**src/rtl/pso_pulse_gen.sv**
```systemverilog
// Internal encoder/PSO pulse generator: registered count_enable_x pulse train with
// programmable gap, high width, burst length and an optional sawtooth gap ramp.
module pso_pulse_gen #(
    parameter int CNT_W = 32
) (
    input  logic             clk48mhz,
    input  logic             rstn,
    input  logic             enable,
    input  logic             start_pulse,
    input  logic             stop,
    input  logic [CNT_W-1:0] period_reg,
    input  logic [7:0]       width_reg,
    input  logic [15:0]      ramp_step_reg,
    input  logic [7:0]       ramp_len_reg,
    input  logic [CNT_W-1:0] burst_reg,
    output logic             count_enable_x,
    output logic             busy,
    output logic             done,
    output logic [CNT_W-1:0] pulse_count
);

    typedef enum logic [1:0] {IDLE, GAP, HIGH} state_t;

    state_t           state, state_nxt;
    logic [CNT_W-1:0] period_q, burst_q;
    logic [7:0]       width_q, ramp_len_q, ramp_idx_q, ramp_idx_nxt;
    logic [15:0]      ramp_step_q;
    logic [CNT_W-1:0] cnt_q, cnt_nxt, pc_nxt;
    logic             done_nxt;
    logic             abort, start_ok, ramp_on, burst_end;
    logic [23:0]      ramp_prod;
    logic [CNT_W:0]   gap_sum;
    logic [CNT_W-1:0] gap;

    assign abort    = stop || !enable;
    assign start_ok = start_pulse && enable && !stop;
    assign ramp_on  = ramp_len_q > 8'd1;

    // Gap for the current pulse, one bit wider than the datapath so overflow saturates.
    assign ramp_prod = ramp_step_q * ramp_idx_q;
    assign gap_sum   = {1'b0, period_q} + (CNT_W+1)'(ramp_prod);
    assign gap       = gap_sum[CNT_W] ? {CNT_W{1'b1}} : gap_sum[CNT_W-1:0];

    assign burst_end = (burst_q != '0) && (pulse_count == burst_q);

    always_comb begin
        state_nxt    = state;
        cnt_nxt      = cnt_q;
        ramp_idx_nxt = ramp_idx_q;
        pc_nxt       = pulse_count;
        done_nxt     = 1'b0;
        case (state)
            IDLE: begin
                if (start_ok) begin
                    state_nxt    = GAP;
                    cnt_nxt      = CNT_W'(1);
                    ramp_idx_nxt = '0;
                    pc_nxt       = '0;
                end
            end
            GAP: begin
                if (abort) begin
                    state_nxt = IDLE;
                end else if (cnt_q == gap) begin
                    state_nxt = HIGH;
                    cnt_nxt   = CNT_W'(1);
                    pc_nxt    = pulse_count + CNT_W'(1);
                end else begin
                    cnt_nxt = cnt_q + CNT_W'(1);
                end
            end
            HIGH: begin
                // Abort is tested first so it wins over burst completion on the same edge.
                if (abort) begin
                    state_nxt = IDLE;
                end else if (cnt_q == CNT_W'(width_q)) begin
                    if (burst_end) begin
                        state_nxt = IDLE;
                        done_nxt  = 1'b1;
                    end else begin
                        state_nxt    = GAP;
                        cnt_nxt      = CNT_W'(1);
                        ramp_idx_nxt = (!ramp_on || ramp_idx_q == ramp_len_q - 8'd1)
                                       ? 8'd0 : ramp_idx_q + 8'd1;
                    end
                end else begin
                    cnt_nxt = cnt_q + CNT_W'(1);
                end
            end
            default: state_nxt = IDLE;
        endcase
    end

    // NOTE: sequential state uses non-blocking assignments only; every output is a flop.
    always_ff @(posedge clk48mhz or negedge rstn) begin
        if (!rstn) begin
            state          <= IDLE;
            cnt_q          <= '0;
            ramp_idx_q     <= '0;
            pulse_count    <= '0;
            done           <= 1'b0;
            busy           <= 1'b0;
            count_enable_x <= 1'b0;
            period_q       <= '0;
            burst_q        <= '0;
            width_q        <= '0;
            ramp_len_q     <= '0;
            ramp_step_q    <= '0;
        end else begin
            state          <= state_nxt;
            cnt_q          <= cnt_nxt;
            ramp_idx_q     <= ramp_idx_nxt;
            pulse_count    <= pc_nxt;
            done           <= done_nxt;
            busy           <= (state_nxt != IDLE);
            count_enable_x <= (state_nxt == HIGH);
            if (state == IDLE && start_ok) begin
                period_q    <= (period_reg == '0) ? CNT_W'(1) : period_reg;
                width_q     <= (width_reg == 8'd0) ? 8'd1 : width_reg;
                burst_q     <= burst_reg;
                ramp_len_q  <= ramp_len_reg;
                ramp_step_q <= ramp_step_reg;
            end
        end
    end

endmodule

```
**config.mk**
```make
export PLATFORM = sky130hd
export DESIGN_NAME = pso_pulse_gen
export DESIGN_NICKNAME = d
export VERILOG_FILES = /design/src/rtl/pso_pulse_gen.sv
export SDC_FILE = /design/constraint.sdc
export NUM_CORES = 1
export LEC_CHECK = 0
export ABC_AREA = 0
export BUFFER_PORTS_ARGS = -buffer_cell sky130_fd_sc_hd__buf_2
export CAP_MARGIN = 10
export CORE_MARGIN = 2
export CORE_UTILIZATION = 39
export CTS_CLUSTER_DIAMETER = 150
export DETAILED_ROUTE_END_ITERATION = 12
export GPL_TIMING_DRIVEN = 0
export PLACE_DENSITY_LB_ADDON = 0.05
export SKIP_LAST_GASP = 1
export SLEW_MARGIN = 40
export SYNTH_ARGS = -nofsm -noshare
export SYNTH_HDL_FRONTEND = slang
export SYNTH_SLANG_ARGS = --single-unit
```
**constraint.sdc**
```tcl
create_clock -name clk48mhz -period 20.6 [get_ports clk48mhz]
set_input_delay 1.03 -clock clk48mhz [delete_from_list [all_inputs] [get_ports clk48mhz]]
set_output_delay 1.03 -clock clk48mhz [all_outputs]
set_load 0.02 [all_outputs]
```
### Word level (Yosys, flattened, before mapping)

Cells that the tools add are included.

* $add $sub $neg: 5
* eq/ne operators: 14
* reductions and logical operators: 20
* multiply operators: 1
* muxes and demuxes: 31
* order comparisons: 1

Operator list (count)
* $mux W32: 11
* $pmux W32 S3: 1
* $add A32 B1 Y32 const B: 2
* $eq A32 B32 Y1: 2
* $pmux W32 S2: 1
* $mux W8: 6
* $add A32 B24 Y33: 1
* $eq A32 B8 Y1: 1
* $logic_not A32 Y1: 1
* $reduce_bool A32 Y1: 1
* $mul A16 B8 Y24: 1
* $pmux W8 S2: 1
* $ne A2 B2 Y1 const B: 6
* $mux W2: 5
* $reduce_and A5 Y1: 2
* $add A8 B1 Y8 const B: 1
* $eq A8 B8 Y1: 1
* $gt A8 B1 Y1 const B: 1
* $logic_not A8 Y1: 1
* $sub A8 B1 Y8 const B: 1
* $pmux W2 S3: 1
* $reduce_bool A2 Y1: 3
* $mux W1: 5
* $eq A2 B2 Y1 const B: 2
* 8 further kinds: 14

* logic and storage cells: 84
* input port bits: 101
* bits in registers: 173
* output and inout port bits: 35

### Depth between registers and ports, before layout

Gate-level depths: netlist of run 1.

* depth after elaboration: 8
* depth in mapped cells: 28
* mapped depth without buffers: 22

### Least setup slack after synthesis of run 1

No wires, ideal clock.

* path kind: reg-to-reg
* from: register ramp_idx_q[1]
* to: register pulse_count[25]
* stages on the path, launching flop included: 27
* path buffers: 6
* setup slack: 14.055 ns
* arrival: 6.408 ns
* cell sequence: dfrtp_1 > clkbuf_1 > clkbuf_1 > nand2_1 > fa_1 > inv_1 > fa_1 > inv_1 > fa_1 > fa_1 > inv_1 > ha_1 > o211a_1 > o31a_1 > buf_2 > o21a_1 > or4_4 > a311o_1 > a21oi_2 > o221ai_2 > nor4_4 > a31oi_1 > buf_2 > buf_4 > buf_2 > o31ai_1 > a21oi_1

* cells in the longest elaborated chain, start to end: 6

RTL lines
* from (decl): line 26 `logic [7:0] width_q, ramp_len_q, ramp_idx_q, ramp_idx_nxt;`
* from (signal assigned): line 112 `ramp_idx_q <= ramp_idx_nxt;`
* $mul A16 B8 Y24: line 40 `assign ramp_prod = ramp_step_q * ramp_idx_q;`
* $add A32 B24 Y33: line 41 `assign gap_sum = {1'b0, period_q} + (CNT_W+1)'(ramp_prod);`
* $mux W32: line 42 `assign gap = gap_sum[CNT_W] ? {CNT_W{1'b1}} : gap_sum[CNT_W-1:0];`
* $eq A32 B32 Y1: line 64 `end else if (cnt_q == gap) begin`
* $ne A2 B2 Y1 (no source line)
* $reduce_and A4 Y1 (no source line)
* to (signal assigned): line 113 `pulse_count <= pc_nxt;`
* to (decl): line 19 `output logic [CNT_W-1:0] pulse_count`

Every way passes these cells.
A chain may end at the register's enable or synchronous reset.

### Final worst setup path of run 1

* from: register ramp_idx_q[0]
* to: register pulse_count[21]

The elaborated chain is that of the path after synthesis.

==> reports/metrics.cfg, run 1 <==
[worst_hold_path]
hold_start=period_q[21]$_DFFE_PN0P_
hold_class=reg -> reg

[yosys]
avgSynthCellArea_um2=9.05
synth_nets=1973
synthCells=1708
async_reset_ff_share_pct=100
synthesis.area_um2=15400
ys_seq_area_share_pct=28.0
synth_edf_count=0
synth_top_flop_cell=dfrtp_1
ys_warn_count=0
ys_ff_latch=173
ys_types=76

[global_routing]
grt_max_degree=70
grt_pass1_wl_um=79400
grt_overflow=0
grt_pass1_vias=13968
track_usage_pct=25.3
antenna_found_initial=10

[clocking]
cts_sinks=173
postCtsSetupBuffers=0
cts.repair.resized=0
clock_latency_ps=500
tritoncts=yes
cts_buffers=17
cts_buffer_depth=2
cts_root_buffer=clkbuf_16
cts.clk_slew.worst_paths_ps=70
htree_levels=4
ctsHoldBuffers=0

[power]
leakagePower_nw=7.57
vdd_ir_drop_max_v=0.0000946
powerDensity_nw_per_um2=89.6

[floorplan]
die_y_um=203
rows=72
core_um2=38900
die_w_um=203
start_util_pct=39.7
io_pins=136
die-area_um2=41200

[detailed_routing]
drc=0
met3_wirelength_um=3660
routed_wl_um=49600
ant_nets=0
first_iter_violations=927
dr_wl_met2_um=22700
avgRoutedWirePerCell_um=20.7
vias=13572
routed.top_layer=met5
dr.pass1.iters=5
wl_met1_um=22100
vias_per_cell=5.66

[worst_setup_path]
r2r_start=ramp_idx_q[0]$_DFFE_PN0P_
cp_max_fo=10
start_kind=flip-flop
arrival_ps=8700
worstSetupPathType=reg -> reg
startpoint=ramp_idx_q[0]$_DFFE_PN0P_
crit_required_ps=21000
crit_path_end_kind=flip-flop

[placement]
hpwl_um=39300
dp_cells=2363
pre_cts_slack_ps=12420
placed_area_um2=16800
place.gp.congestion=0.892
numPortBuffers=135

[cells_and_area]
drive_gt1_share_pct=16.4
area_growth_pct=13.1
multi_input_area_um2=10100
fin_area_um2=17500
fin_cells=2400
regArea_um2=4330
nets=2129
nFillCells=3922

[sta]
holdWs_ps=507
slew_viol_final=0
tightest_slew_ps=790
finalSetupTns_ps=0
finalCriticalPeriod_ps=8300
setup_violations=0
finalWorstSetupSlack_ps=12300
rsz0062_at_grt=false
fin_crit_sh_pct=40.3
fmax_mhz=121
fin_worst_skew_ps=23.1
slew_headroom_pct=47.4
hold_viol_final=0

[flow_run]
maxCapViolCount=0

[status]
outcome=finished, final reports clean

-- metrics by stage --
step	total power [mW]	util, %
floorplan	0.994	-
global placement	1.20	43.1
detailed placement	1.22	43.3
global route	1.69	44.9
CTS	1.58	44.9
finish	1.57	44.9
-- cell families after synthesis --
logic type | share of synthesized area (%)
simple gates | 20.1
compound gates | 14.6
buf+inv | 6.84
flops | 28.0
fa+ha+maj | 18.4
mux | 7.18
xor+xnor | 4.89
-- final timing paths --
kind                                                to  slack, ps  depth (start not counted)
hold reg to reg               period_q[21]$_DFFE_PN0P_        510                          1
setup reg to reg           pulse_count[21]$_DFFE_PN0P_      12300                         25
min in group asynchronous    ramp_len_q[3]$_DFFE_PN0P_        520                          1
max in group asynchronous         cnt_q[6]$_DFFE_PN0P_      19070                          3
hold / removal                period_q[21]$_DFFE_PN0P_        510                          1
setup / recovery           pulse_count[21]$_DFFE_PN0P_      12300                         25
-- layout make-up --
cell class	count	share of cell area, %
Multi-Input combinational cell	1260	57.7
Sequential cell	173	24.8
Timing Repair Buffer	137	4.24
Tap cell	518	3.71
Inverter	169	3.63
Clock buffer	20	2.56
Buffer	106	2.44
Clock inverter	12	0.917
Antenna cell	5	0.0716
-- synth_stat cells (all sizes together) (4+ instances only) --
cell | n | area share (%)
and2 | 93 | 3.8
xnor2 | 65 | 3.7
ha | 58 | 4.7
a31oi | 16 | 0.65
o221ai | 6 | 0.38
nor4 | 33 | 1.5
a21o | 4 | 0.19
fa | 106 | 14
o21ai | 76 | 2.5
a21oi | 85 | 2.8
clkbuf | 84 | 2.0
and3 | 13 | 0.53
o21a | 8 | 0.39
dfrtp | 173 | 28
a311oi | 7 | 0.40
xor2 | 11 | 0.62
nand2b | 13 | 0.53
a21boi | 5 | 0.24
nor3 | 34 | 1.1
or4 | 32 | 1.6
a211oi | 10 | 0.52
o2111ai | 16 | 0.91
a2111o | 4 | 0.29
mux2 | 94 | 6.9
buf | 22 | 0.69
nor2 | 61 | 1.5
inv | 169 | 4.1
o311ai | 4 | 0.23
o22ai | 6 | 0.24
nand2 | 154 | 3.7
or3 | 16 | 0.65
mux2i | 5 | 0.32
o211ai | 23 | 1.1
or2 | 10 | 0.40
and4 | 5 | 0.28
o2bb2ai | 4 | 0.23
nand4 | 44 | 1.8
nor2b | 10 | 0.40
o31ai | 39 | 1.9
nand3 | 49 | 1.6
xnor3 | 4 | 0.58
-- routing by layer --
metal | GRT usage, % | up-vias
li1 | - | 6316
met1 | 34.1 | 6712
met2 | 39.8 | 450
met3 | 6.57 | 84
met4 | 8.16 | 10
met5 | 0 | -
-- worst max-delay path, cell delays in order (launching register included) --
cell and delay (ps):
dfrtp_1 420, clkbuf_1 460, buf_1 560, nand2_1 150, fa_1 500, inv_1 50, fa_1 480, fa_1 490
inv_1 50, fa_1 520, inv_1 40, ha_1 260, buf_2 230, nand2_1 160, o21ai_2 250, o21ai_1 210
a211o_1 390, nand2_1 380, o221ai_1 170, nor3_1 390, a311oi_1 200, a31oi_1 560, buf_2 320, clkbuf_1 560
o31ai_1 180, a21oi_1 200
-- layout by cell type (no fill, tap or decap), drive strengths merged, types with 10 or more instances in the layout --
cell / instances
o31ai: 39
a211oi: 10
fa: 106
nand4: 44
clkbuf: 104
o2111ai: 16
mux2: 94
nor2: 61
xor2: 11
dfrtp: 173
nor2b: 10
o211ai: 23
nand2: 154
o21ai: 76
nand2b: 13
a31oi: 16
or3: 16
buf: 159
and2: 93
nor3: 34
or4: 32
xnor2: 65
inv: 172
nand3: 49
and3: 13
or2: 10
a21oi: 85
ha: 58
nor4: 33
-- where the power goes --
part	leakage [nW]	internal, mW	switching, mW
Sequential	2.21	0.435	0.118
Clock	0.289	0.195	0.159
Combinational	5.08	0.276	0.383
-- registers in the layout (all words and copies together) (netlist names) --
signal,cells
burst_q,32
busy,1
cnt_q,32
count_enable_x,1
done,1
period_q,32
pulse_count,32
ramp_idx_q,8
ramp_len_q,8
ramp_step_q,16
state,2
width_q,8
Note: power is estimated with default switching activity, not from simulation.
==> run 2, diff against run 1 <==
==> constraint.sdc (replaced) <==
create_clock -name clk48mhz -period 7.9 [get_ports clk48mhz]
set_input_delay 0.395 -clock clk48mhz [delete_from_list [all_inputs] [get_ports clk48mhz]]
set_output_delay 0.395 -clock clk48mhz [all_outputs]
set_load 0.02 [all_outputs]
==> reports/metrics.cfg, run 2 (synthesis gave the netlist of run 1 again) <==
[status]
outcome=finished, final reports clean  ; unchanged

[flow_run]
maxCapViolCount=0  ; unchanged

[floorplan]
rows=72  ; unchanged
die_y_um=203  ; unchanged
die-area_um2=41200  ; unchanged
io_pins=136  ; unchanged
die_w_um=203  ; unchanged
core_um2=38900  ; unchanged
start_util_pct=39.7  ; unchanged

[worst_hold_path]
hold-path-endpoint=ramp_step_q[3]$_DFFE_PN0P_  ; was period_q[21]$_DFFE_PN0P_
hold_start=ramp_step_reg[3]  ; was period_q[21]$_DFFE_PN0P_
whs_path_depth=2  ; was 1
hold_class=in -> reg  ; was reg -> reg

[sta]
slew_headroom_pct=50.0  ; was 47.4%
tightest_slew_ps=750  ; was 790 ps
slew_viol_final=0  ; unchanged
setup_violations=0  ; unchanged
fin_worst_skew_ps=22.3  ; was 23.1 ps
hold_viol_final=0  ; unchanged
holdWs_ps=124  ; was 507 ps
fmax_mhz=133  ; was 121 MHz
fin_crit_sh_pct=95.4  ; was 40.3%
finalWorstSetupSlack_ps=360  ; was 12300 ps
finalCriticalPeriod_ps=7540  ; was 8300 ps

[cells_and_area]
postLayoutCoreUtil_pct=45.3  ; was 44.9%
nets=2134  ; was 2129
fin_cells=2408  ; was 2400
drive_gt1_share_pct=18.0  ; was 16.4%
mostFrequentLayoutCells=171 x dfrtp_1, 169 x inv_1, 153 x nand2_1  ; was 173 x dfrtp_1, 169 x inv_1, 154 x nand2_1
area_growth_pct=14.0  ; was 13.1%
final_common_cell=dfrtp_1  ; unchanged

[global_routing]
grt_max_degree=70  ; unchanged
grt_pass1_vias=13980  ; was 13968
grt_overflow=0  ; unchanged
antenna_found_initial=10  ; unchanged
track_usage_pct=25.3  ; about the same
grt_pass1_wl_um=79500  ; was 79400 um

[detailed_routing]
dr.pass1.iters=6  ; was 5
vias=13659  ; was 13572
drc=0  ; unchanged
first_iter_violations=1034  ; was 927
vias_per_cell=5.67  ; was 5.66
routed_wl_um=49800  ; was 49600 um
ant_nets=0  ; unchanged
avgRoutedWirePerCell_um=20.7  ; about the same

[power]
powerDensity_nw_per_um2=233  ; was 89.6 nW/um^2
leakagePower_nw=7.67  ; was 7.57 nW
power_mw=4.10  ; was 1.57 mW
vdd_ir_drop_max_v=0.000247  ; was 0.0000946 V

[clocking]
tritoncts=yes  ; unchanged
clock_latency_ps=500  ; about the same
cts_buffers=17  ; unchanged
cts_buffer_depth=2  ; unchanged
cts.clk_slew.worst_paths_ps=80  ; was 70 ps
cts_root_buffer=clkbuf_16  ; unchanged
cts_sinks=173  ; unchanged
htree_levels=4  ; unchanged

[placement]
hpwl_um=39300  ; unchanged
numPortBuffers=135  ; unchanged
dp_cells=2363  ; unchanged
pre_cts_slack_ps=-277  ; was 12420 ps
place.gp.congestion=0.892  ; unchanged

[worst_setup_path]
ff2ff_path_depth=25  ; unchanged
crit_path_end_kind=flip-flop  ; unchanged
arrival_ps=7880  ; was 8700 ps
cp_max_fo=12  ; was 10
worstSetupPathType=reg -> reg  ; unchanged
start_kind=flip-flop  ; unchanged
r2r_slack_ps=360  ; was 12300 ps
crit_required_ps=8240  ; was 21000 ps
r2r_start=ramp_idx_q[5]$_DFFE_PN0P_  ; was ramp_idx_q[0]$_DFFE_PN0P_
r2r_end=cnt_q[9]$_DFFE_PN0P_  ; was pulse_count[21]$_DFFE_PN0P_

run 2: per-layer routing:
metal | share of wire [%] | vias up | GRT usage (%)
met1 | 45 | 6779 | 34.1
met3 | 7.1 | 73 | 6.57
met2 | 46 | 460 | 39.9
li1 | - | 6339 | -
met5 | 0.10 | - | 0
met4 | 2.2 | 8 | 8.16
run 2: per-stage QoR:
step	instance area, um^2	TNS, ps
detailed placement	16800	-11220
global route	17600	-28.5
global placement	16800	-10780
finish	17600	0
CTS	17500	0
floorplan	15400	0
run 2: cell type report:
class | instances | area (um^2)
inverter | 169 | 634
antenna | 8 | 20.0
buffer | 103 | 444
clock inverter | 12 | 160
multi-input combinational | 1260 | 10100
timing repair buffer | 145 | 803
fill | 3911 | 21300
clock buffer | 20 | 447
sequential | 173 | 4330
tap | 518 | 648
run 2: worst max-delay path: stages, from the launching register on:
cell and delay (ps):
dfrtp_1 620, clkbuf_2 330, and2_1 180, fa_1 440, fa_1 520, fa_1 540, inv_1 50, fa_1 520
inv_1 40, ha_1 260, buf_2 240, nand4_1 240, nor4_4 420, o211ai_1 150, buf_4 190, nand4_1 110
a31oi_1 90, a2111o_1 410, a2111o_1 450, nor4_4 340, a31oi_4 200, buf_2 230, buf_4 200, buf_2 220
o2111ai_1 240, o211ai_1 150
run 2: worst max path at each step:
stage                                  end                      start  slack [ps]  cells past startpoint
2_1_floorplan  pulse_count[28]$_DFFE_PN0P_  ramp_idx_q[1]$_DFFE_PN0P_        1360                     26
3_3_place_gp          cnt_q[9]$_DFFE_PN0P_  ramp_idx_q[0]$_DFFE_PN0P_        -240                     26
3_5_place_dp   pulse_count[21]$_DFFE_PN0P_  ramp_idx_q[0]$_DFFE_PN0P_        -280                     25
4_1_cts               cnt_q[9]$_DFFE_PN0P_  ramp_idx_q[7]$_DFFE_PN0P_           6                     25
5_1_grt        pulse_count[27]$_DFFE_PN0P_  ramp_idx_q[3]$_DFFE_PN0P_         -10                     27
6_report              cnt_q[9]$_DFFE_PN0P_  ramp_idx_q[5]$_DFFE_PN0P_         360                     25
run 2: timing repair:
action | in CTS | in global routing
hold endpoints to repair | 68 | 0
hold buffers | 1 | 0
cloned | 0 | 0
gates resized for setup | 9 | 35
endpoints found under the setup margin | 64 | 68
pin swaps | 0 | 5
buffers inserted | 0 | 7
run 2: where the power goes:
group | leakage (nW) | switching [mW] | internal, mW
registers | 2.20 | 0.306 | 1.14
clock network | 0.289 | 0.415 | 0.508
logic | 5.17 | 1.01 | 0.726
total | 7.67 | 1.73 | 2.37
